File: src/rtl/alu_seq_pkg.sv
// Shared types and constants for the ALU operand sequencer.
//   state_e   : sequencer states (load A, load B, load opcode, execute, show)
//   OP_*      : ALU opcode encodings driven on Op
//   FLAG_*    : bit positions of Z/N/C/V inside the 4-bit flag vector
package alu_seq_pkg;

  typedef enum logic [2:0] {
    StLoadA  = 3'd0,
    StLoadB  = 3'd1,
    StLoadOp = 3'd2,
    StExec   = 3'd3,
    StShow   = 3'd4
  } state_e;

  localparam logic [1:0] OP_AND = 2'b00;
  localparam logic [1:0] OP_XOR = 2'b01;
  localparam logic [1:0] OP_SUB = 2'b10;
  localparam logic [1:0] OP_MUL = 2'b11;

  localparam int unsigned FLAG_Z = 3;
  localparam int unsigned FLAG_N = 2;
  localparam int unsigned FLAG_C = 1;
  localparam int unsigned FLAG_V = 0;

  // One-hot stage LED patterns.
  localparam logic [3:0] STAGE_LOAD_A  = 4'b0001;
  localparam logic [3:0] STAGE_LOAD_B  = 4'b0010;
  localparam logic [3:0] STAGE_LOAD_OP = 4'b0100;
  localparam logic [3:0] STAGE_SHOW    = 4'b1000;

endpackage

File: src/rtl/btn_debounce.sv
// Push-button conditioning: 2-FF synchronizer, level debouncer, rising-edge detector.
// Ports:
//   clk, rst_n : clock and asynchronous active-low reset
//   btn        : raw active-high button input (asynchronous)
//   pulse      : one-cycle pulse per accepted press
// A level is accepted only after DEBOUNCE_CYCLES consecutive samples differ from the
// current stable level; any sample matching the stable level restarts the count.
module btn_debounce #(
  parameter int unsigned DEBOUNCE_CYCLES = 250000
) (
  input  logic clk,
  input  logic rst_n,
  input  logic btn,
  output logic pulse
);

  localparam int unsigned CntW = (DEBOUNCE_CYCLES > 2) ? $clog2(DEBOUNCE_CYCLES) : 1;
  localparam logic [CntW-1:0] CntLast = CntW'(DEBOUNCE_CYCLES - 1);

  logic            sync1_q, sync2_q;
  logic            stable_q, stable_d;
  logic            stable_prev_q;
  logic [CntW-1:0] cnt_q, cnt_d;

  // Synchronizer, stable level and edge-detect history.
  always_ff @(posedge clk or negedge rst_n) begin
    if (!rst_n) begin
      sync1_q       <= 1'b0;
      sync2_q       <= 1'b0;
      stable_q      <= 1'b0;
      stable_prev_q <= 1'b0;
      cnt_q         <= '0;
    end else begin
      sync1_q       <= btn;
      sync2_q       <= sync1_q;
      stable_q      <= stable_d;
      stable_prev_q <= stable_q;
      cnt_q         <= cnt_d;
    end
  end

  always_comb begin
    stable_d = stable_q;
    cnt_d    = '0;
    if (sync2_q != stable_q) begin
      if (cnt_q == CntLast) begin
        stable_d = sync2_q;
        cnt_d    = '0;
      end else begin
        cnt_d = cnt_q + 1'b1;
      end
    end
  end

  assign pulse = stable_q & ~stable_prev_q;

endmodule

File: src/rtl/alu_operand_sequencer.sv
// Front-end sequencer for the board's 4-bit ALU.
// Ports:
//   clk, rst_n          : clock and asynchronous active-low reset
//   sw[3:0]             : switch bank, source of A, B and Op
//   btn_next, btn_clear : raw push-buttons (advance / return to start)
//   A, B, Op            : registered operands and opcode driving the external ALU
//   alu_R, alu_flags    : combinational ALU result and {Z,N,C,V} flags
//   res_R, res_flags    : result and flags latched one cycle after Op loads
//   res_valid           : res_* belong to the current A/B/Op
//   stage               : one-hot LED stage indicator (EXEC shows as SHOW)
module alu_operand_sequencer
  import alu_seq_pkg::*;
#(
  parameter int unsigned DEBOUNCE_CYCLES = 250000
) (
  input  logic       clk,
  input  logic       rst_n,
  input  logic [3:0] sw,
  input  logic       btn_next,
  input  logic       btn_clear,
  output logic [3:0] A,
  output logic [3:0] B,
  output logic [1:0] Op,
  input  logic [3:0] alu_R,
  input  logic [3:0] alu_flags,
  output logic [3:0] res_R,
  output logic [3:0] res_flags,
  output logic       res_valid,
  output logic [3:0] stage
);

  logic next_p, clear_p;

  btn_debounce #(
    .DEBOUNCE_CYCLES(DEBOUNCE_CYCLES)
  ) u_next_db (
    .clk  (clk),
    .rst_n(rst_n),
    .btn  (btn_next),
    .pulse(next_p)
  );

  btn_debounce #(
    .DEBOUNCE_CYCLES(DEBOUNCE_CYCLES)
  ) u_clear_db (
    .clk  (clk),
    .rst_n(rst_n),
    .btn  (btn_clear),
    .pulse(clear_p)
  );

  state_e state_q, state_d;

  logic [3:0] a_q, b_q, res_r_q, res_flags_q;
  logic [1:0] op_q;
  logic       res_valid_q;

  logic load_a, load_b, load_op, capture_res, drop_valid;

  // State register.
  always_ff @(posedge clk or negedge rst_n) begin
    if (!rst_n) begin
      state_q <= StLoadA;
    end else begin
      state_q <= state_d;
    end
  end

  // Next-state logic; clear wins over next, and EXEC never waits for a button.
  always_comb begin
    state_d = state_q;
    if (clear_p) begin
      state_d = StLoadA;
    end else begin
      unique case (state_q)
        StLoadA:  if (next_p) state_d = StLoadB;
        StLoadB:  if (next_p) state_d = StLoadOp;
        StLoadOp: if (next_p) state_d = StExec;
        StExec:   state_d = StShow;
        StShow:   if (next_p) state_d = StLoadA;
        default:  state_d = StLoadA;
      endcase
    end
  end

  // Output decode: register enables and the stage LEDs.
  always_comb begin
    load_a      = 1'b0;
    load_b      = 1'b0;
    load_op     = 1'b0;
    capture_res = 1'b0;
    drop_valid  = 1'b0;
    stage       = STAGE_LOAD_A;
    unique case (state_q)
      StLoadA: begin
        load_a = next_p & ~clear_p;
        stage  = STAGE_LOAD_A;
      end
      StLoadB: begin
        load_b = next_p & ~clear_p;
        stage  = STAGE_LOAD_B;
      end
      StLoadOp: begin
        load_op = next_p & ~clear_p;
        stage   = STAGE_LOAD_OP;
      end
      StExec: begin
        capture_res = ~clear_p;
        stage       = STAGE_SHOW;
      end
      StShow: begin
        drop_valid = next_p & ~clear_p;
        stage      = STAGE_SHOW;
      end
      default: stage = STAGE_LOAD_A;
    endcase
  end

  // Operand, opcode and result registers.
  always_ff @(posedge clk or negedge rst_n) begin
    if (!rst_n) begin
      a_q         <= '0;
      b_q         <= '0;
      op_q        <= '0;
      res_r_q     <= '0;
      res_flags_q <= '0;
      res_valid_q <= 1'b0;
    end else if (clear_p) begin
      a_q         <= '0;
      b_q         <= '0;
      op_q        <= '0;
      res_r_q     <= '0;
      res_flags_q <= '0;
      res_valid_q <= 1'b0;
    end else begin
      if (load_a)  a_q  <= sw;
      if (load_b)  b_q  <= sw;
      if (load_op) op_q <= sw[1:0];
      if (capture_res) begin
        res_r_q     <= alu_R;
        res_flags_q <= alu_flags;
        res_valid_q <= 1'b1;
      end else if (drop_valid) begin
        res_valid_q <= 1'b0;
      end
    end
  end

  assign A         = a_q;
  assign B         = b_q;
  assign Op        = op_q;
  assign res_R     = res_r_q;
  assign res_flags = res_flags_q;
  assign res_valid = res_valid_q;

endmodule

File: config.mk
export PLATFORM = sky130hd
export DESIGN_NAME = alu_operand_sequencer
export DESIGN_NICKNAME = d
export VERILOG_FILES = /design/src/rtl/alu_seq_pkg.sv /design/src/rtl/btn_debounce.sv /design/src/rtl/alu_operand_sequencer.sv
export SDC_FILE = /design/constraint.sdc
export NUM_CORES = 1
export LEC_CHECK = 0
export CORE_MARGIN = 4
export CORE_UTILIZATION = 53
export DETAILED_ROUTE_END_ITERATION = 12
export PLACE_DENSITY = 0.77
export SLEW_MARGIN = 40
export SYNTH_ARGS = -nofsm -noshare
export SYNTH_HDL_FRONTEND = slang
export SYNTH_SLANG_ARGS = --single-unit
File: constraint.sdc
create_clock -name clk -period 4.05 [get_ports clk]
set_input_delay 1.0125 -clock clk [delete_from_list [all_inputs] [get_ports clk]]
set_output_delay 1.0125 -clock clk [all_outputs]
set_load 0.02 [all_outputs]
== Yosys cells after proc, flatten, opt, wreduce, memory -nomap -nowiden ==
Cells that the tools add are included.
Widths: inputs -> output; s select.

* Register bits: 66
* Output and inout port bits: 23
* Logic and storage cells: 76

* Add/sub/neg operators: 2
* Eq/ne operators: 12
* Multiplexer cells: 29
* Bitwise operators: 6
* Reduce and logical (&&, ||, !) cells: 10

{| class="wikitable"
|+ Operator list
! operator !! count
|-
| $mux 18 || 4
|-
| $add 18x1->18 const B || 2
|-
| $eq 18x18->1 const B || 2
|-
| $mux 4 || 8
|-
| $mux 3 || 5
|-
| $pmux 3 s5 || 1
|-
| $ne 3x3->1 const B || 4
|-
| $pmux 4 s3 || 1
|-
| $mux 1 || 8
|-
| $reduce_bool 2->1 || 4
|-
| $eq 3x2->1 const B || 2
|-
| $mux 2 || 2
|-
| $reduce_and 2->1 || 2
|-
| $reduce_and 4->1 || 1
|-
| $and 1x1->1 || 3
|-
| $eq 3x1->1 const B || 1
|-
| $eq 3x3->1 const B || 1
|-
| $logic_not 3->1 || 1
|-
| $not 1->1 || 3
|-
| $reduce_bool 3->1 || 1
|-
| $ne 1x1->1 || 2
|-
| $reduce_or 2->1 || 1
|}

== Longest topological paths before layout ==
Gate-level depths: netlist (run 1).

* Depth after elaboration: 8
* Mapped depth: 6
* Gate-level depth less buffers: 5

== By module ==
Synthesis (run 1) repeated with hierarchy kept, for this count alone.

* Cell total of the unflattened synthesis: 299
* Area, all modules: 3,284.4 um^2

{| class="wikitable"
|+ By module, submodules not included
! module !! times used !! cells each !! area an instance (um^2) !! seq. area each (um^2)
|-
| btn_debounce || 2 || 100 || 1,061.0 || 550.5
|-
| alu_operand_sequencer || 1 || 99 || 1,162.4 || 550.5
|}

== Least setup slack after synthesis (run 1) ==
OpenSTA, ideal clock, no wires.

* Path kind: flip-flop to output port
* Start point: register state_q[0]
* End point: output port stage[0]
* Arrival: 1.182 ns
* Data required time: 3.038 ns
* Path slack: 1.855 ns
* Stages on the path, launching flop included: 3
* Path through: dfrtp_1 -> nor2_1 -> xor2_1

* Word-level cells in the longest chain between the ends: 3
* Elaborated cells between the ends (all ways): 6

{| class="wikitable"
|+ RTL lines
! element !! RTL line !! RTL
|-
| from (decl) || alu_operand_sequencer.sv:52 || <nowiki>state_e state_q, state_d;</nowiki>
|-
| from (signal assigned) || alu_operand_sequencer.sv:63 || <nowiki>state_q <= StLoadA;</nowiki>
|-
| from (signal assigned) || alu_operand_sequencer.sv:65 || <nowiki>state_q <= state_d;</nowiki>
|-
| $eq 3x3->1 / $eq 3x2->1 (equally long branches) || alu_operand_sequencer.sv:94 || <nowiki>unique case (state_q)</nowiki>
|-
| $reduce_or 2->1 (no line) || n/a ||
|-
| $pmux 4 s3 (*) || alu_operand_sequencer.sv:94 ||
|-
| to (decl) || alu_operand_sequencer.sv:29 || <nowiki>output logic [3:0] stage</nowiki>
|}

Every way passes the cells marked *; elsewhere a longest branch is shown, timed or not.

== Worst setup path in the final report (run 1) ==
* Start point: register state_q[2]
* End point: output port stage[3]

Same word-level chain as after synthesis.

==> results of run 1 <==
## worst max-delay path, cell delays in order, from the launching register on
cell,delay [ns]
dfrtp_1,0.49
nand3b_1,0.55
nand2_1,0.21
clkdlybuf4s50_1,0.62
## report_power, final
part | switching, uW | internal (uW)
clock | 241 | 315
sequential | 9.10 | 671
combinational | 36.7 | 30.9
## cell families after synthesis
logic type	share of synthesized area, %
flip-flops	53.8
AND/OR/NAND/NOR	25.6
buffers and inverters	2.32
multiplexers	3.99
adder cells (fa/ha/maj)	0.815
XOR/XNOR	7.70
AO/OA/AOI/OAI	5.83
## final timing paths
| check | from | endpoint | slack, ns |
|---|---|---|---|
| max | state_q[2]$_DFFE_PN0P_ | stage[3] | 0.85 |
| min | u_next_db.sync1_q$_DFF_PN0_ | u_next_db.sync2_q$_DFF_PN0_ | 0.35 |
| max reg2reg | u_clear_db.cnt_q[0]$_DFF_PN0_ | u_clear_db.cnt_q[10]$_DFF_PN0_ | 2.16 |
| min reg2reg | u_next_db.sync1_q$_DFF_PN0_ | u_next_db.sync2_q$_DFF_PN0_ | 0.35 |
| max in group asynchronous | rst_n | u_clear_db.cnt_q[1]$_DFF_PN0_ | 3.07 |
| min in group asynchronous | rst_n | B[3]$_DFFE_PN0P_ | 0.68 |
## cell usage in the layout (no fill, tap or decap), types with 10 or more instances in the layout
cell / synthesis / routed
a21oi_1: 19 / 19
clkbuf_8: 0 / 11
clkdlybuf4s50_1: 0 / 37
dfrtp_1: 66 / 66
mux2i_1: 10 / 10
nand2_1: 25 / 25
nand3_1: 21 / 21
nand4_1: 14 / 14
nor2_1: 46 / 46
xnor2_1: 13 / 13
xor2_1: 14 / 14
## final cells by class
| type | instances | area share [%] |
|---|---|---|
| flip-flops and latches | 66 | 44.5 |
| multi-input cells | 222 | 36.3 |
| repair buffers | 40 | 10.9 |
| clock buffers | 11 | 4.08 |
| well taps | 72 | 2.43 |
| clock inverters | 5 | 1.42 |
| inverters | 4 | 0.405 |
## stage by stage
stage | cell area (um2) | total power (uW) | hold WS, ns
2_1_floorplan | 3070 | 716 | 0.331
3_3_place_gp | 3510 | 760 | 0.333
3_5_place_dp | 3510 | 762 | 0.335
4_1_cts | 3710 | 1320 | 0.350
5_1_grt | 3710 | 1360 | 0.353
6_report | 3710 | 1300 | 0.349
## metal layers
| layer | part of all wire [%] | GRT usage [%] | routed length [um] | vias up |
|---|---|---|---|---|
| li1 | - | - | - | 1143 |
| met1 | 48 | 23.4 | 2730 | 1119 |
| met2 | 46 | 27.2 | 2600 | 53 |
| met3 | 5.0 | 3.65 | 286 | 8 |
| met4 | 1.7 | 9.21 | 99 | 0 |
| met5 | 0 | 0 | 0 | - |
## sequential cells by signal (all words and copies together), names as in the netlist
signal                    count
B                             4
u_clear_db.sync2_q            1
A                             4
u_next_db.sync2_q             1
res_R                         4
u_clear_db.cnt_q             18
u_next_db.cnt_q              18
u_clear_db.sync1_q            1
res_valid                     1
u_next_db.stable_q            1
u_next_db.sync1_q             1
u_next_db.stable_prev_q       1
u_clear_db.stable_q           1
res_flags                     4
Op                            2
u_clear_db.stable_prev_q      1
state_q                       3
==> results.toml, run 1 <==
[outcome]
status = "complete, no violations"

[yosys]
seq_area_frac_synth_pct = 53.8
synth_seq_cells = 66
synth_area_leaders = "dfrtp_1, nor2_1, xor2_1, xnor2_1, nand3_1"
yosysUniqueCellTypes = 41
synth_most_common_cell = "dfrtp_1"
synth_common_cells = "dfrtp_1, nor2_1, nand2_1"
synth-async-reset-ratio_pct = 100
synth-main-ff-cell = "dfrtp_1"
yosys.area.top_type = "dfrtp_1"
ys.warnings.count = 0
netlist_area_mm2 = 0.00307
syn_inst = 304
synth.top_cell.area_share_pct = 53.8
syn_avg_cell_area_um2 = 10.1
syn_nets = 322
synth_edf_count = 0

[detailed_routing]
vias = 2323
drc = 0
wl_um = 5710
drt_iter0_drc = 138
wl_per_cell_um = 13.6
firstDrtPassIters = 4
vias_per_cell = 5.53
ant_nets = 0

[timing]
skew_ns = 0.0107
max_freq_mhz = 312
finalCritPeriodShare_pct = 79.1
finalSetupTns_ns = 0
rsz0062_at_grt = "no"
report.final.slew_viol_count = 0
relSlewSlack_pct = 50.1
tightest_slew_ns = 0.748
setup_violations = 0
worst_slack_ns = 0.847
finalHoldViolCount = 0
period_needed_ns = 3.20

[finish]
nFillCells = 444
seqCellArea_mm2 = 0.00165
n_antenna_cell = 0
stdcell_count = 420
multiInputGateArea_mm2 = 0.00135
nets = 361
areaGrowthSynthToFinish_pct = 20.9
final_util_pct = 66.6
drive_gt1_share_pct = 8.05

[global_route]
gr-total-overflow = 0
grtUsageTotal_pct = 17.6
antenna_found_initial = 0
grt_pass1_vias = 2229
grt_pass1_wl_um = 10100
grt_max_degree = 67

[place]
dp.cells = 404
io_buffers = 38
dp_slack_ns = 1.20
routabilityCongestion = 0.832
dp_hpwl_um = 3880

[job]
cap_violations = 0

[clock_network]
clock_path_buffers = 2
ctsResizeCount = 0
cts_root_buffer = "clkbuf_8"
post-cts-setup-buffer-count = 0
holdBufCountCts = 0
clkSinkCount = 66
cts_buffers = 9
clk-insertion-delay-late_ns = 0.34
tritoncts = "done"
path_clk_slew_ns = 0.07
htree_levels = 3

[setup_path]
start_kind = "register"
end_kind = "output port"
worstRegToRegCells = 5
crit_path_max_fanout = 10
arrival_ns = 2.19
required_ns = 3.04
critPathKind = "reg2out"

[min_path]
hold_class = "reg2reg"
min_path_cells = 0

[floorplanning]
coreArea_mm2 = 0.00557
initial_core_util_pct = 55.1
ios = 39
die_h_um = 84.1
rows = 27
die_w_um = 84.1
dieArea_mm2 = 0.00708

[pwr]
cellPowerDensity_mw_per_mm2 = 351
p_leak_uw = 0.00160
vdd.ir_drop.worst_uv = 198
No activity file was read; power rests on OpenSTA's default activity.
==> inputs of run 2 (changes only) <==
clock period = 3.3 ns   (was 4.05 ns; I/O delays follow)
==> run 2 against run 1 <==
Against the previous run:
- combinational power grew 24%
- critical endpoint is now stage[0]
- register-to-register slack lost 0.79 ns
- critical path depth is the same
- clock-buffer cell count unchanged
- worst hold slack is essentially flat
- sequential cell count did not move
- cell count up 0.24%
- worst setup slack got worse by 0.42 ns
- via count up 1.5%
- sequential share of layout area decreased by 0.30 points
- power increased by 27%
- die area stayed put
==> results.toml, run 2 (synthesis gave the netlist of run 1 again) <==
[timing]
finalCritPeriodShare_pct = 87.0
relSlewSlack_pct = 48.5
setup_violations = 0
skew_ns = 0.00722
period_needed_ns = 2.87
finalSetupTns_ns = 0
max_freq_mhz = 348
finalHoldViolCount = 0
tightest_slew_ns = 0.772
worst_slack_ns = 0.430
report.final.slew_viol_count = 0
rsz0062_at_grt = "no"

[global_route]
grtUsageTotal_pct = 18.5
gr-total-overflow = 0
antenna_found_initial = 0
grt_max_degree = 36
grt_pass1_vias = 2381
grt_pass1_wl_um = 10700

[pwr]
comb_power_share_pct = 5.1
p_leak_uw = 0.00161
intPower_uw = 1310
cellPowerDensity_mw_per_mm2 = 443
p_clk_share_pct = 44.5
switching_share_pct = 21.1
vdd.ir_drop.worst_uv = 278
p_sw_uw = 349
p_seq_share_pct = 50.5

[setup_path]
arrival_ns = 2.05
cp_cell_sequence = "nor2_1 > xor2_1 > clkdlybuf4s50_1"
critPathKind = "reg2out"
critPathSlowestCell = "clkdlybuf4s50_1"
end_kind = "output port"
start_kind = "register"
required_ns = 2.47
crit_path_max_fanout = 9
cpPeakStageDelay_ns = 0.62

[min_path]
hold_class = "reg2reg"

[finish]
areaGrowthSynthToFinish_pct = 21.7
drive_gt1_share_pct = 8.02
final_cell_mix = "dfrtp_1, nor2_1, clkdlybuf4s50_1, nand2_1, nand3_1"
layout_commonest_cell = "dfrtp_1"
nets = 362
n_antenna_cell = 0
reg.largest.list = "u_clear_db.cnt_q (18), u_next_db.cnt_q (18)"
stdcell_count = 421
final_util_pct = 67.0
fin_area_mm2 = 0.00374

[floorplanning]
dieArea_mm2 = 0.00708
initial_core_util_pct = 55.1
die_h_um = 84.1
rows = 27
ios = 39
die_w_um = 84.1
coreArea_mm2 = 0.00557

[place]
dp_slack_ns = 0.766
placed_area_mm2 = 0.00351
dp.cells = 405
dp_hpwl_um = 4180
routabilityCongestion = 0.852
io_buffers = 38

[clock_network]
clk-insertion-delay-late_ns = 0.33
clock_path_buffers = 2
post-cts-setup-buffer-count = 0
holdBufCountCts = 0
cts_root_buffer = "clkbuf_8"
path_clk_slew_ns = 0.06
cts_buffers = 9
tritoncts = "done"
ctsResizeCount = 0
htree_levels = 3
clkSinkCount = 66

[detailed_routing]
vias_per_cell = 5.60
wl_per_cell_um = 14.0
wl_um = 5890
ant_nets = 0
firstDrtPassIters = 4
vias = 2359
drc = 0
drt_iter0_drc = 113

[job]
cap_violations = 0

[outcome]
status = "complete, no violations"
run 2: cell types whose count changed in the layout (fill, tap and decap cells not counted):
cell	before	now
clkinv_2	3	2
buf_4	1	3
bufinv_16	1	2
buf_2	1	0
clkbuf_8	11	10
clkbuf_1	0	1
run 2: worst paths after layout:
path / start / end / slack [ns] / cells past startpoint
setup / recovery: state_q[0]$_DFFE_PN0P_ / stage[0] / 0.43 / 3
hold / removal: u_clear_db.sync1_q$_DFF_PN0_ / u_clear_db.sync2_q$_DFF_PN0_ / 0.35 / 0
setup reg to reg: u_next_db.cnt_q[0]$_DFF_PN0_ / u_next_db.cnt_q[11]$_DFF_PN0_ / 1.37 / 5
hold reg to reg: u_clear_db.sync1_q$_DFF_PN0_ / u_clear_db.sync2_q$_DFF_PN0_ / 0.35 / 0
max in group asynchronous: rst_n / u_clear_db.cnt_q[3]$_DFF_PN0_ / 2.35 / 2
min in group asynchronous: rst_n / B[2]$_DFFE_PN0P_ / 0.44 / 1
run 2: per-stage QoR:
stage	hold WS, ns	total power, uW
floorplan	0.331	878
global placement	0.335	933
detailed placement	0.336	935
CTS	0.351	1670
global route	0.357	1710
finish	0.350	1650
run 2: area by class of cell:
cell class / instances / area [um2]
fillers: 443 / 1840
flip-flops and latches: 66 / 1650
multi-input cells: 222 / 1350
repair buffers: 41 / 413
clock buffers: 11 / 141
well taps: 72 / 90.1
clock inverters: 5 / 77.6
inverters: 4 / 15.0
run 2: metal layers:
layer  part of all wire [%]  vias to the layer above  track usage, %  wire, um
met5                      0                        -               0         0
met4                    1.9                        0            8.63       109
met2                     47                       58            30.5      2770
li1                       -                     1144               -         -
met1                     46                     1148            23.5      2700
met3                    5.2                        9            3.85       307
run 2: power by group through the flow:
stage	Clock [uW]	Sequential, uW	Combinational [uW]
2_1_floorplan	0	856	22.4
3_3_place_gp	0	849	84.2
3_5_place_dp	0	850	84.8
4_1_cts	750	835	85.7
5_1_grt	783	836	94.8
6_report	736	835	83.6
run 2: critical path: cells and delay by family, from the launching register on:
family        cells  cell delay (ns)
buf+inv           1             0.62
simple gates      1             0.48
flops             1             0.44
xor+xnor          1             0.18
